<file path="src/rtl/game_pkg.sv">
// Shared types and constants for the stickman runner game controller.
// Also holds the packed-BCD increment used by the score counter.
package game_pkg;

   typedef enum logic [1:0] {
      IDLE    = 2'd0,
      PLAYING = 2'd1,
      DYING   = 2'd2,
      OVER    = 2'd3
   } game_state_t;

   localparam logic [7:0] START_KEY = 8'h28;
   localparam logic [7:0] JUMP_KEY  = 8'h2c;
   localparam logic [9:0] H_VIS     = 10'd640;
   localparam logic [9:0] V_VIS     = 10'd480;

   // +1 on four packed BCD digits; 9999 holds instead of wrapping
   function automatic logic [15:0] bcd_inc4(input logic [15:0] v);
      logic [15:0] r;
      logic        carry;
      r     = v;
      carry = 1'b1;
      if (v == 16'h9999) begin
         r = v;
      end else begin
         for (int i = 0; i < 4; i++) begin
            if (carry) begin
               if (r[4*i +: 4] == 4'd9) begin
                  r[4*i +: 4] = 4'd0;
                  carry       = 1'b1;
               end else begin
                  r[4*i +: 4] = r[4*i +: 4] + 4'd1;
                  carry       = 1'b0;
               end
            end else begin
               carry = 1'b0;
            end
         end
      end
      return r;
   endfunction

endpackage

</file>
<file path="src/rtl/bcd_counter4.sv">
// Four-digit packed BCD counter: synchronous clear (priority), increment
// enable, saturating at 9999.
module bcd_counter4
   import game_pkg::*;
(
   input  logic        clk,
   input  logic        reset,
   input  logic        clr,
   input  logic        inc,
   output logic [15:0] value
);

   logic [15:0] value_q;
   logic [15:0] value_d;

   always_comb begin
      value_d = value_q;
      if (clr) begin
         value_d = 16'h0000;
      end else if (inc) begin
         value_d = bcd_inc4(value_q);
      end else begin
         value_d = value_q;
      end
   end

   always_ff @(posedge clk) begin
      if (reset) begin
         value_q <= 16'h0000;
      end else begin
         value_q <= value_d;
      end
   end

   assign value = value_q;

endmodule

</file>
<file path="src/rtl/game_ctrl.sv">
// Game-state controller: collision/fall detection, IDLE/PLAYING/DYING/OVER
// sequencing, and BCD score / high score tracking.
module game_ctrl
   import game_pkg::*;
#(
   parameter logic [9:0] FALL_Y       = 10'd470,
   parameter logic [7:0] DEATH_FRAMES = 8'd60
) (
   input  logic        Clk,
   input  logic        Reset,
   input  logic        frame_clk,
   input  logic [7:0]  keycode,
   input  logic [9:0]  DrawX,
   input  logic [9:0]  DrawY,
   input  logic        is_stickman,
   input  logic        is_obstacle,
   input  logic [9:0]  StickmanBottom,
   output logic        playing,
   output logic        dying,
   output logic        game_over,
   output logic [15:0] score,
   output logic [15:0] high_score
);

   game_state_t state_q, state_d;
   logic        fc_dly_q;
   logic        frame_edge_q, frame_edge_d;
   logic [7:0]  key_prev_q;
   logic        hit_flag_q, hit_flag_d;
   logic [7:0]  death_cnt_q, death_cnt_d;
   logic [15:0] high_score_q, high_score_d;
   logic        playing_q, playing_d;
   logic        dying_q, dying_d;
   logic        game_over_q, game_over_d;
   logic        start_evt, hit_now, died;
   logic        score_clr, score_inc;
   logic [15:0] score_val;

   bcd_counter4 u_score (
      .clk   (Clk),
      .reset (Reset),
      .clr   (score_clr),
      .inc   (score_inc),
      .value (score_val)
   );

   always_comb begin
      start_evt    = (keycode == START_KEY) && (key_prev_q != START_KEY);
      hit_now      = is_stickman & is_obstacle & (DrawX < H_VIS) & (DrawY < V_VIS);
      frame_edge_d = frame_clk & ~fc_dly_q;
      // a hit on the very frame_edge cycle still ends this frame
      died         = hit_flag_q | hit_now | (StickmanBottom >= FALL_Y);
   end

   always_comb begin
      state_d      = state_q;
      death_cnt_d  = death_cnt_q;
      high_score_d = high_score_q;
      hit_flag_d   = 1'b0;
      score_clr    = 1'b0;
      score_inc    = 1'b0;
      case (state_q)
         IDLE, OVER: begin
            if (start_evt) begin
               state_d   = PLAYING;
               score_clr = 1'b1;
            end else begin
               state_d   = state_q;
            end
         end
         PLAYING: begin
            if (frame_edge_q) begin
               if (died) begin
                  state_d     = DYING;
                  death_cnt_d = DEATH_FRAMES - 8'd1;
               end else begin
                  score_inc   = 1'b1;
               end
            end else begin
               hit_flag_d = hit_flag_q | hit_now;
            end
         end
         DYING: begin
            if (frame_edge_q) begin
               if (death_cnt_q == 8'd0) begin
                  state_d      = OVER;
                  high_score_d = (score_val > high_score_q) ? score_val : high_score_q;
               end else begin
                  death_cnt_d  = death_cnt_q - 8'd1;
               end
            end else begin
               death_cnt_d = death_cnt_q;
            end
         end
         default: begin
            state_d = IDLE;
         end
      endcase
      playing_d   = (state_d == PLAYING);
      dying_d     = (state_d == DYING);
      game_over_d = (state_d == OVER);
   end

   always_ff @(posedge Clk) begin
      if (Reset) begin
         state_q      <= IDLE;
         fc_dly_q     <= 1'b0;
         frame_edge_q <= 1'b0;
         key_prev_q   <= 8'h00;
         hit_flag_q   <= 1'b0;
         death_cnt_q  <= 8'd0;
         high_score_q <= 16'h0000;
         playing_q    <= 1'b0;
         dying_q      <= 1'b0;
         game_over_q  <= 1'b0;
      end else begin
         state_q      <= state_d;
         fc_dly_q     <= frame_clk;
         frame_edge_q <= frame_edge_d;
         key_prev_q   <= keycode;
         hit_flag_q   <= hit_flag_d;
         death_cnt_q  <= death_cnt_d;
         high_score_q <= high_score_d;
         playing_q    <= playing_d;
         dying_q      <= dying_d;
         game_over_q  <= game_over_d;
      end
   end

   assign playing    = playing_q;
   assign dying      = dying_q;
   assign game_over  = game_over_q;
   assign score      = score_val;
   assign high_score = high_score_q;

endmodule
</file>
<file path="config.mk">
export PLATFORM = sky130hd
export DESIGN_NAME = game_ctrl
export DESIGN_NICKNAME = d
export VERILOG_FILES = /design/src/rtl/game_pkg.sv /design/src/rtl/bcd_counter4.sv /design/src/rtl/game_ctrl.sv
export SDC_FILE = /design/constraint.sdc
export NUM_CORES = 1
export LEC_CHECK = 0
export BUFFER_PORTS_ARGS = -buffer_cell sky130_fd_sc_hd__buf_2
export CAP_MARGIN = 20
export CORE_MARGIN = 4
export CORE_UTILIZATION = 25
export CTS_CLUSTER_SIZE = 24
export DETAILED_ROUTE_END_ITERATION = 10
export PLACE_DENSITY = 0.46
export REMOVE_ABC_BUFFERS = 1
export SLEW_MARGIN = 40
export SYNTH_ARGS = -nofsm -noshare
export SYNTH_HDL_FRONTEND = slang
export SYNTH_HIERARCHICAL = 1
export SYNTH_SLANG_ARGS = --single-unit
</file>
<file path="constraint.sdc">
create_clock -name Clk -period 4.1 [get_ports Clk]
set_input_delay 1.025 -clock Clk [delete_from_list [all_inputs] [get_ports Clk]]
set_output_delay 1.025 -clock Clk [all_outputs]
set_load 0.005 [all_outputs]
</file>
-- Word-level counts from Yosys, hierarchy flattened
Index checks and enable logic that the tools add are counted.
- order comparisons: 4
- add/subtract/negate cells: 5
- reductions and logical operators: 13
- bitwise operators: 9
- equal/unequal tests: 17
- multiplexer cells: 34
- operators by type and width (operator ; number):
    $mux 8 ; 4
    $mux 1 ; 19
    $add 4x1->4 const B ; 4
    $eq 16x16->1 const B ; 1
    $eq 4x4->1 const B ; 4
    $gt 16x16->1 ; 1
    $mux 4 ; 4
    $pmux 8 s2 ; 1
    $ge 10x9->1 const B ; 1
    $lt 10x10->1 const B ; 1
    $lt 10x9->1 const B ; 1
    $mux 2 ; 5
    $reduce_and 3->1 ; 3
    $eq 2x2->1 const B ; 4
    $eq 8x6->1 const B ; 1
    $logic_not 8->1 ; 1
    $ne 2x2->1 const B ; 4
    $ne 8x6->1 const B ; 1
    $sub 8x1->8 const B ; 1
    $pmux 2 s3 ; 1
    $reduce_and 5->1 ; 1
    $and 1x1->1 ; 4
    $eq 2x1->1 const B ; 2
    $reduce_and 4->1 ; 1
    8 further kinds ; 12
- input bits: 43
- register bits after elaboration: 56
- word-level logic and storage cells: 96
- output and inout port bits: 35

-- Depth between registers and ports, before layout
Gate-level depths: netlist of run 1.
- depth in word-level cells: 19
- mapped depth: 9
- mapped depth without buffers: 8

-- Modules after synthesis
Netlist of run 1, hierarchy kept.
- modules (own cells, without submodules) (module ; cells each ; seq. area each (µm²) ; times used ; area an instance (µm²)):
    game_ctrl ; 251 ; 800.8 ; 1 ; 2165.8
    bcd_counter4 ; 101 ; 320.3 ; 1 ; 843.3

-- Worst setup path before layout of run 1
No wires, ideal clock.
- path type: input-to-reg
- start point: input is_stickman
- end point: register u_score.value_q[11], in the netlist u_score/value[11]
- buffers on the path: 1
- slack: 0.738 ns
- data required time: 3.978 ns
- arrival time: 3.240 ns
- library setup time: 0.122 ns
- stages on the path: 9
- cells stage by stage: nor2b_1 -> a41o_1 -> or4b_4 -> nor2_1 -> and4bb_1 -> and3_1 -> clkbuf_1 -> o2111ai_1 -> a311o_1
- cells in the longest elaborated chain, start to end: 9
- ends and longest elaborated chain (what ; RTL line ; text):
    start, declared ; game_ctrl.sv:15 ; input logic is_stickman,
    $and 1x1->1 (3 in series) ; game_ctrl.sv:49 ; hit_now = is_stickman & is_obstacle & (DrawX < H_VIS) & (DrawY < V_VIS);
    $or 1x1->1 (2 in series) ; game_ctrl.sv:52 ; died = hit_flag_q | hit_now | (StickmanBottom >= FALL_Y);
    $mux 1 ; game_ctrl.sv:73 ; if (died) begin
    $mux 1 ; game_ctrl.sv:72 ; if (frame_edge_q) begin
    $mux 1 ; game_ctrl.sv:62 ; case (state_q)
    named net score_inc ; game_ctrl.sv:36 ; logic score_clr, score_inc;
    $reduce_and 3->1 (no line) ; n/a ;
    end signal, assigned ; bcd_counter4.sv:31 ; value_q <= value_d;
    end, declared ; bcd_counter4.sv:13 ; logic [15:0] value_q;
The timed path passes the listed nets, and every way through them passes these cells.
A chain may end at the register's enable or synchronous reset.

-- Worst setup path in the final report of run 1
Same ends and word-level chain as after synthesis.

==> flow_summary_export.csv, run 1 <==
group,metric,value,unit
run_status,status,"finished, final reports clean",
yosys,synthArstFlopShare,0,
drt,vias,2661,
global_route,grt_max_degree,39,
sta,tightestPinTransition,788.8,ps
layout,fin_area,0.003600,mm2
clock_network,cts_buffer_depth,2,
critical_path,path_delay_family,"simple AND/OR/NAND/NOR gates",
yosys,syn_area_per_cell,8.549,um2
sta,drv_slew,0,
critical_path,r2r-end,"high_score[14]",
yosys,synthMuxAreaShare,0.05988,
layout,utilization,0.3100,
critical_path,reg2regPathDepth,7,
clock_network,postCtsHoldBufs,0,
floorplanning,start_util,0.2591,
sta,rsz0062_at_grt,"no",
yosys,synth-simple-area-share,0.2798,
worst_hold_path,min_path_type,"register to register",
yosys,synth.distinct_cells,61,
floorplanning,die_w,117.7,um
yosys,synth_top_family_by_area,"simple AND/OR/NAND/NOR gates",
pwr,ir_drop,0.1651,mV
pwr,power.leakage,1.434,nW
placed_design,post-dp-hpwl,5480,um
critical_path,arrival,3340,ps
critical_path,r2r_start,"u_score/value[9]",
critical_path,critPathKind,"input port to register",
critical_path,r2r_slack,1280,ps
critical_path,worst_path_max_delay_cell,"or4b_4",
layout,layout_commonest_cell,"buf_2",
critical_path,critical_path.startpoint,"is_stickman",
global_route,gr-total-overflow,0,
clock_network,clock_sinks,56,
critical_path,crit_buf_inv,1,
drt,ant_nets,0,
critical_path,cp_cell_sequence,"buf_2 -> nor2b_1 -> a41o_1 -> or4b_4 -> nor2_1 -> and4bb_1 -> and3_1 -> o2111ai_1 -> a311o_1",
clock_network,cts_buffers,5,
global_route,use_met3,0.02883,
clock_network,cts_setup_buffers,0,
sta,setup-tns-final,0,ps
yosys,ys_warn_count,6,
placed_design,placed_area,0.003445,mm2
placed_design,gp_congestion,0.7372,
drt,finalWirelength,7576,um
global_route,use_met2,0.1840,
pwr,finalPower,1.069,mW
critical_path,critPathCapture,"u_score/value[11]",
clock_network,cts-resized-gates,0,
clock_network,clk_pin_slew,70,ps
floorplanning,rows,39,
global_route,grt_use_total,0.1116,
global_route,grt_pass1_vias,2541,
floorplanning,die_area,0.01386,mm2
drt,drt_iter0_drc,155,
clock_network,clkLatencyLatePin,290,ps
sta,slew_headroom,0.4730,
critical_path,endpoint_kind,"register",
drt,routedWlPerCell,13.68,um
floorplanning,core_area,0.01161,mm2
sta,fin_crit_sh,0.7708,
drt,dr.pass1.iters,5,
global_route,grt_use_met1,0.1465,
sta,timing.fmax,316.4,MHz
placed_design,dp_cells,548,
yosys,synth-xor-area-share,0.005821,
yosys,synth_edf_count,0,
sta,setup_viol,0,
layout,finalNonFillerCells,554,
yosys,synth_ff_type,"dfxtp_1",
placed_design,dp_slack,645.2,ps
clock_network,htreeDepth,2,
floorplanning,die_h,117.7,um
layout,drive_above_1_share,0.2068,
clock_network,cts_root_buffer,"clkbuf_16",
sta,whs,382.2,ps
yosys,synth_area,0.003009,mm2
yosys,synthAdderAreaFrac,0.07900,
yosys,synth_seq_cells,56,
drt,drc,0,
global_route,busiest_layer,"met2",
layout,antenna_cells,0,
layout,layout_common_cells,"buf_2, dfxtp_1, nand2_1",
placed_design,io_buffers,64,
pwr,p_per_area,297.0,mW/mm2
critical_path,start_kind,"input port",
sta,fin_crit,3160,ps
job,maxCapViolCount,0,
global_route,antenna_found_initial,0,
global_route,grt_pass1_wl,12930,um
sta,hold_viol,0,
floorplanning,num_io_pins,78,
clock_network,tritoncts,"yes",
critical_path,worstPathRequired,4280,ps
drt,via_per_inst,4.803,
sta,setup_ws,939.6,ps
critical_path,crit_cells,9,
layout,area_growth,19.63,%
critical_path,cpPeakStageDelay,530,ps
sta,fin_skew,10.09,ps
yosys,yosysSeqAreaShare,0.3726,
critical_path,worstPathMaxFanout,7,
yosys,synth_compound_area_frac,0.1405,
layout,nets,474,
yosys,syn_inst,352,
[cell type report]
cell class                      count  area (um2)
Clock inverter                      1       30.03
Clock buffer                        5       125.1
Sequential cell                    56        1121
Tap cell                          143       178.9
Fill cell                        1253        8014
Inverter                           29       108.9
Timing Repair Buffer               66       335.3
Multi-Input combinational cell    254        1700
[state kept, by name (all words and copies together), names as in the netlist]
| name | flops |
|---|---|
| high_score | 16 |
| u_score/value | 16 |
| death_cnt_q | 8 |
| key_prev_q | 8 |
| state_q | 2 |
| dying | 1 |
| fc_dly_q | 1 |
| frame_edge_q | 1 |
| game_over | 1 |
| hit_flag_q | 1 |
| playing | 1 |
[worst min path at each step]
stage | from | endpoint | cells past startpoint
global route | fc_dly_q | frame_edge_q | 1
global placement | fc_dly_q | frame_edge_q | 1
floorplan | fc_dly_q | frame_edge_q | 1
CTS | fc_dly_q | frame_edge_q | 1
finish | fc_dly_q | frame_edge_q | 1
detailed placement | fc_dly_q | frame_edge_q | 1
[worst register-to-register path, stage by stage, from the launching register on]
cell	delay (ps)
dfxtp_1	430
ha_1	350
nand3_1	80
nor3_1	300
nor3b_1	470
a2bb2oi_1	180
a21oi_4	680
mux2i_1	260
[kinds of logic after synthesis]
group,Yosys count
and+or+nand+nor,151
AOI/OAI and AO/OA,64
DFF,56
buffers and inverters,42
adders and majority gates,19
muxes,18
xor gates and xnor gates,2
[cell usage after synthesis (4+ instances only)]
master    count  share of area
a21oi_1      25          0.042
clkbuf_1      9          0.011
dfxtp_1      56           0.37
ha_1         19          0.079
inv_1        29          0.036
mux2i_1      18          0.060
nand2_1      53          0.066
nand3_1      13          0.022
nand4_1       9          0.019
nor2_1       14          0.017
nor2b_1      13          0.027
nor3_1       10          0.017
nor3b_1       4          0.010
o21ai_0       7          0.012
o21ai_1       8          0.013
[power by group]
part | total, mW | leakage (nW) | internal (mW) | switching (mW)
registers | 0.551 | 0.454 | 0.549 | 0.00213
clock network | 0.480 | 0.0757 | 0.282 | 0.198
logic | 0.0383 | 0.905 | 0.0165 | 0.0218
[routing by layer]
layer / vias up / wire length [um]
met2: 59 / 3442
met1: 1232 / 3637
met5: - / 0
li1: 1366 / -
met3: 4 / 423
met4: 0 / 72
Power figures use the tool's default switching activity.
==> run 2, diff against run 1 <==
--- a/config.mk
+++ b/config.mk
@@ -5,13 +5,14 @@
 export SDC_FILE = /design/constraint.sdc
 export NUM_CORES = 1
 export LEC_CHECK = 0
+export ABC_AREA = 1
 export BUFFER_PORTS_ARGS = -buffer_cell sky130_fd_sc_hd__buf_2
 export CAP_MARGIN = 20
 export CORE_MARGIN = 4
 export CORE_UTILIZATION = 25
 export CTS_CLUSTER_SIZE = 24
 export DETAILED_ROUTE_END_ITERATION = 10
-export PLACE_DENSITY = 0.46
+export PLACE_DENSITY = 0.45
 export REMOVE_ABC_BUFFERS = 1
 export SLEW_MARGIN = 40
 export SYNTH_ARGS = -nofsm -noshare
==> constraint.sdc (replaced) <==
create_clock -name Clk -period 3.1 [get_ports Clk]
set_input_delay 0.775 -clock Clk [delete_from_list [all_inputs] [get_ports Clk]]
set_output_delay 0.775 -clock Clk [all_outputs]
set_load 0.005 [all_outputs]
==> run 2 against run 1 <==
Sequential share of layout area shrank 2.5 points. Cell count grew 27%. Non-clock buffer count grew 3. Cell area grew 8.7%. Clock-buffer cell count is the same.
==> flow_summary_export.csv, run 2 <==
group,metric,value,unit
run_status,status,"finished, final reports clean",
yosys,synth_seq_cells,56,
global_route,grt_pass1_vias,2977,
floorplanning,die_area,0.01490,mm2
critical_path,r2r-end,"high_score[13]",
sta,whs,398.2,ps
clock_network,clk_pin_slew,80,ps
yosys,synth.distinct_cells,35,
clock_network,htreeDepth,2,
pwr,ir_drop,0.1912,mV
sta,slew_headroom,0.4875,
critical_path,critPathKind,"register to register",
yosys,yosys.area.top_type_share,0.3446,
global_route,gr-total-overflow,0,
yosys,yosysSeqAreaShare,0.3446,
layout,finalNonFillerCells,701,
critical_path,worstPathRequired,3290,ps
critical_path,worstPathMaxFanout,24,
floorplanning,die_h,122.1,um
yosys,syn_inst,464,
floorplanning,rows,41,
layout,nets,590,
yosys,synth_edf_count,0,
floorplanning,start_util,0.2567,
clock_network,clock_sinks,56,
sta,tightestPinTransition,767.9,ps
worst_hold_path,min_path_type,"register to register",
floorplanning,core_area,0.01267,mm2
placed_design,post-dp-hpwl,5965,um
placed_design,gp_congestion,0.7857,
drt,drt_iter0_drc,119,
layout,layout_common_cells,"nand2_1, nor2_1, inv_1",
global_route,grt_max_degree,33,
yosys,netlist_top_cells_count,"nand2_1, nor2_1, inv_1",
placed_design,io_buffers,64,
clock_network,cts_root_buffer,"clkbuf_16",
clock_network,cts_setup_buffers,0,
sta,hold_viol,0,
critical_path,reg2regPathDepth,13,
clock_network,cts-resized-gates,0,
pwr,power.leakage,1.856,nW
job,maxCapViolCount,0,
sta,rsz0062_at_grt,"no",
global_route,antenna_found_initial,0,
sta,setup-tns-final,0,ps
sta,setup_viol,0,
sta,fin_skew,7.715,ps
yosys,yosysTopAreaCell,"dfxtp_1",
layout,layout_commonest_cell,"nand2_1",
drt,drc,0,
layout,nFillCells,1390,
yosys,synth_area,0.003253,mm2
drt,dr.pass1.iters,4,
layout,drive_above_1_share,0.1985,
placed_design,dp_cells,693,
pwr,p_per_area,385.7,mW/mm2
clock_network,cts_buffer_depth,2,
drt,via_per_inst,4.389,
critical_path,critical_path.startpoint,"u_score/value[0]",
critical_path,endpoint_kind,"register",
clock_network,tritoncts,"yes",
sta,fin_crit_sh,0.7048,
yosys,syn_area_per_cell,7.011,um2
critical_path,start_kind,"register",
critical_path,critPathCapture,"high_score[13]",
yosys,netlist_top_cells_area,"dfxtp_1, nand2_1, nor2_1",
critical_path,r2r_start,"u_score/value[0]",
clock_network,cts_buffers,5,
floorplanning,die_w,122.1,um
yosys,ys_warn_count,6,
yosys,synthArstFlopShare,0,
clock_network,postCtsHoldBufs,0,
yosys,yosysMostFrequentCell,"nand2_1",
critical_path,arrival,2380,ps
sta,timing.fmax,457.7,MHz
layout,antenna_cells,0,
sta,drv_slew,0,
clock_network,clkLatencyLatePin,300,ps
floorplanning,num_io_pins,78,
drt,ant_nets,0,
yosys,synth_ff_type,"dfxtp_1",
sta,fin_crit,2185,ps
drt,routedWlPerCell,11.45,um
drt,finalWirelength,8025,um
critical_path,r2r_slack,920,ps
drt,vias,3077,
global_route,grt_use_total,0.1114,
layout,area_growth,20.31,%
global_route,grt_pass1_wl,13610,um
[run 2: cell types whose count changed after synthesis, sizes merged, moves of 4 or more]
cell / before / now
nor2b: 13 / 0
inv: 29 / 76
nand2: 54 / 94
a21oi: 26 / 39
nor3: 10 / 2
clkbuf: 9 / 5
xor2: 1 / 5
o21ai: 15 / 21
nor2: 14 / 76
nand3b: 1 / 15
nor3b: 5 / 0
mux2i: 18 / 0
nand3: 13 / 28
[run 2: power by group]
part	total, mW	leakage [nW]	internal, mW	switching [mW]
clock network	0.665	0.0804	0.385	0.280
registers	0.737	0.454	0.731	0.00649
logic	0.107	1.32	0.0423	0.0646
[run 2: cell families after synthesis]
| family | Yosys count | synth area share |
|---|---|---|
| compound gates | 63 | 0.1058 |
| xor+xnor | 5 | 0.01346 |
| flops | 56 | 0.3446 |
| buf+inv | 88 | 0.1173 |
| fa+ha+maj | 19 | 0.07308 |
| simple gates | 233 | 0.3458 |
[run 2: area by class of cell]
cell class / instances / area [um2] / share of cell area
multi-input cells: 320 / 1750 / 0.4473
flip-flops and latches: 56 / 1121 / 0.2864
repair buffers: 69 / 370.4 / 0.09463
inverters: 76 / 285.3 / 0.07289
well taps: 172 / 215.2 / 0.05499
clock buffers: 5 / 125.1 / 0.03197
clock inverters: 3 / 46.29 / 0.01183
[run 2: stage by stage]
stage / area (um2) / util / power [mW] / setup slack, ps
after detailed placement: 3742 / 0.2953 / 0.8626 / 737.4
final: 3914 / 0.3089 / 1.510 / 915.1
after global placement: 3742 / 0.2953 / 0.8604 / 749.7
after CTS: 3914 / 0.3089 / 1.539 / 887.5
after global routing: 3914 / 0.3089 / 1.582 / 643.6
after floorplan: 3157 / - / 0.8184 / 648.2
[run 2: layer usage]
metal	up-vias	track usage	share of wire
li1	1608	-	-
met1	1393	0.1388	0.47
met2	69	0.1930	0.46
met3	7	0.02461	0.061
met4	0	0.03149	0.011
met5	-	0	0
[run 2: worst max-delay path, cell delays in order (launching register included)]
cell,delay (ps)
dfxtp_1,450
inv_1,100
ha_1,200
inv_1,50
a21oi_1,50
o21ai_0,210
nand2_1,110
nand3_1,110
nand2_1,60
nand2_1,300
buf_12,220
nand3b_1,100
nand2_1,70
nor2_1,50
[run 2: how the worst min path moves through the flow]
stage,from,end,slack (ps),cells past startpoint
3_5_place_dp,fc_dly_q,frame_edge_q,390,1
2_1_floorplan,fc_dly_q,frame_edge_q,370,1
5_1_grt,fc_dly_q,frame_edge_q,420,1
4_1_cts,fc_dly_q,frame_edge_q,410,1
6_report,fc_dly_q,frame_edge_q,400,1
3_3_place_gp,fc_dly_q,frame_edge_q,380,1
==> run 3, diff against run 2 <==
--- a/config.mk
+++ b/config.mk
@@ -12,7 +12,7 @@
 export CORE_UTILIZATION = 25
 export CTS_CLUSTER_SIZE = 24
 export DETAILED_ROUTE_END_ITERATION = 10
-export PLACE_DENSITY = 0.45
+export PLACE_DENSITY = 0.47
 export REMOVE_ABC_BUFFERS = 1
 export SLEW_MARGIN = 40
 export SYNTH_ARGS = -nofsm -noshare
==> constraint.sdc (replaced) <==
create_clock -name Clk -period 1.8 [get_ports Clk]
set_input_delay 0.45 -clock Clk [delete_from_list [all_inputs] [get_ports Clk]]
set_output_delay 0.45 -clock Clk [all_outputs]
set_load 0.005 [all_outputs]
==> run 3 against run 2 <==
Sequential power increased by 72%. Clock power increased by 55%. Worst setup slack got worse by 860 ps. Core utilization increased by 4.6 points. Critical path depth decreased by 3. First-iteration DRC count decreased by 7.6%. Global-route usage increased by 0.36 points. Sequential cell count unchanged. Routed wire length increased by 11%. Clock-buffer cell count unchanged. Non-clock buffer count increased by 41.
==> flow_summary_export.csv, run 3 (same netlist as run 2, synthesis figures left out) <==
group,metric,value,unit
clock_network,clock_sinks,56,
run_status,status,"finished, final reports clean",
clock_network,postCtsHoldBufs,0,
sta,hold_viol,0,
global_route,grt_pass1_vias,3111,
critical_path,r2r-end,"high_score[13]",
floorplanning,die_area,0.01490,mm2
sta,fin_crit_sh,0.9719,
sta,setup_viol,0,
pwr,p_int,1.881,mW
layout,nFillCells,1357,
layout,nets,631,
sta,setup_ws,50.63,ps
floorplanning,die_h,122.1,um
layout,finalNonFillerCells,742,
floorplanning,num_io_pins,78,
floorplanning,die_w,122.1,um
clock_network,clkLatencyLatePin,300,ps
sta,tightestPinTransition,390.2,ps
sta,timing.fmax,571.6,MHz
clock_network,cts_buffers,5,
critical_path,r2r_slack,50,ps
drt,dr.pass1.iters,4,
critical_path,arrival,1950,ps
layout,layout_commonest_cell,"nand2_1",
sta,fin_skew,5.708,ps
placed_design,dp_cells,730,
placed_design,dp_slack,-47.85,ps
sta,drv_slew,0,
layout,multi_input_area,0.001934,mm2
sta,slew_headroom,0.7396,
worst_hold_path,min_path_type,"input port to register",
clock_network,htreeDepth,2,
pwr,finalPower,2.515,mW
critical_path,critPathCapture,"high_score[13]",
layout,antenna_cells,0,
critical_path,worstPathMaxFanout,6,
clock_network,tritoncts,"yes",
critical_path,endpoint_kind,"register",
critical_path,worstPathRequired,2000,ps
layout,layout_common_cells,"nand2_1, nor2_1, buf_2",
pwr,power.share.clock,0.411,
drt,vias,3203,
critical_path,critPathKind,"register to register",
global_route,grt_use_total,0.1150,
floorplanning,rows,41,
pwr,pwr-share-comb,0.085,
drt,ant_nets,0,
sta,fin_crit,1749,ps
drt,via_per_inst,4.317,
layout,drive_above_1_share,0.3368,
placed_design,post-dp-hpwl,6436,um
placed_design,gp_congestion,0.7838,
global_route,antenna_found_initial,0,
drt,drt_iter0_drc,110,
pwr,power.leakage,2.119,nW
global_route,grt_max_degree,25,
pwr,ir_drop,0.4081,mV
placed_design,io_buffers,64,
sta,whs,361.9,ps
critical_path,critical_path.startpoint,"u_score/value[9]",
drt,routedWlPerCell,12.04,um
clock_network,clk_pin_slew,80,ps
layout,seq_area,0.001137,mm2
drt,finalWirelength,8931,um
pwr,pwr-share-seq,0.505,
clock_network,cts_buffer_depth,2,
critical_path,r2r_start,"u_score/value[9]",
job,maxCapViolCount,0,
layout,area_growth,38.12,%
global_route,gr-total-overflow,0,
pwr,p_switching,0.6339,mW
critical_path,reg2regPathDepth,10,
pwr,swShare,0.2521,
pwr,p_per_area,559.7,mW/mm2
floorplanning,core_area,0.01267,mm2
global_route,grt_pass1_wl,13940,um
sta,setup-tns-final,0,ps
clock_network,cts_root_buffer,"clkbuf_16",
drt,drc,0,
critical_path,start_kind,"register",
sta,rsz0062_at_grt,"yes",
floorplanning,start_util,0.2567,
run 3: changes by cell type in the layout (fill, tap and decap cells not counted), sizes merged:
cell    change
bufinv      -1
clkbuf      +2
buf        +39
inv         +1
run 3: metrics by stage:
stage / util / area (um2)
final: 0.3546 / 4493
after global routing: 0.3546 / 4493
after CTS: 0.3333 / 4223
after detailed placement: 0.3212 / 4070
after global placement: 0.3212 / 4070
after floorplan: - / 3157
run 3: metal layers:
layer | vias to the layer above | track usage | share of wire
met3 | 16 | 0.02646 | 0.053
met2 | 69 | 0.1992 | 0.47
met5 | - | 0 | 0
met4 | 0 | 0.03639 | 0.020
li1 | 1691 | - | -
met1 | 1427 | 0.1411 | 0.46
run 3: how the worst min path moves through the flow:
stage,from,endpoint,slack (ps),cells after the start
3_5_place_dp,fc_dly_q,frame_edge_q,390,1
2_1_floorplan,fc_dly_q,frame_edge_q,370,1
6_report,keycode[0],key_prev_q[0],360,3
3_3_place_gp,fc_dly_q,frame_edge_q,380,1
5_1_grt,keycode[4],key_prev_q[4],370,3
4_1_cts,keycode[0],key_prev_q[0],360,3
run 3: critical path: stages, from the launching register on:
cell,delay (ps)
dfxtp_1,390
ha_4,220
nand2_1,60
inv_1,60
o21ai_2,110
nand2_1,80
a21oi_2,210
nand2_4,130
clkbuf_16,190
a21oi_1,120
nor2_1,60
run 3: what timing repair did:
| action | CTS | global route |
|---|---|---|
| setup endpoints to repair | 16 | 20 |
| cloned | 0 | 3 |
| endpoints found under the hold margin | 0 | 0 |
| buffers inserted | 0 | 1 |
| pin swaps | 0 | 8 |
| resized for setup | 3 | 52 |
run 3: cell type report:
| cell class | instances | area share |
|---|---|---|
| multi-input combinational | 320 | 0.4305 |
| sequential | 56 | 0.2531 |
| timing repair buffer | 110 | 0.1715 |
| inverter | 76 | 0.06349 |
| tap | 172 | 0.04790 |
| clock buffer | 5 | 0.02785 |
| clock inverter | 3 | 0.005569 |
run 3: power groups by stage:
stage | sequential, mW | clock, mW | combinational (mW)
2_1_floorplan | 1.30 | 0 | 0.112
3_3_place_gp | 1.30 | 0 | 0.203
3_5_place_dp | 1.30 | 0 | 0.206
4_1_cts | 1.27 | 1.06 | 0.207
5_1_grt | 1.27 | 1.11 | 0.245
6_report | 1.27 | 1.03 | 0.213
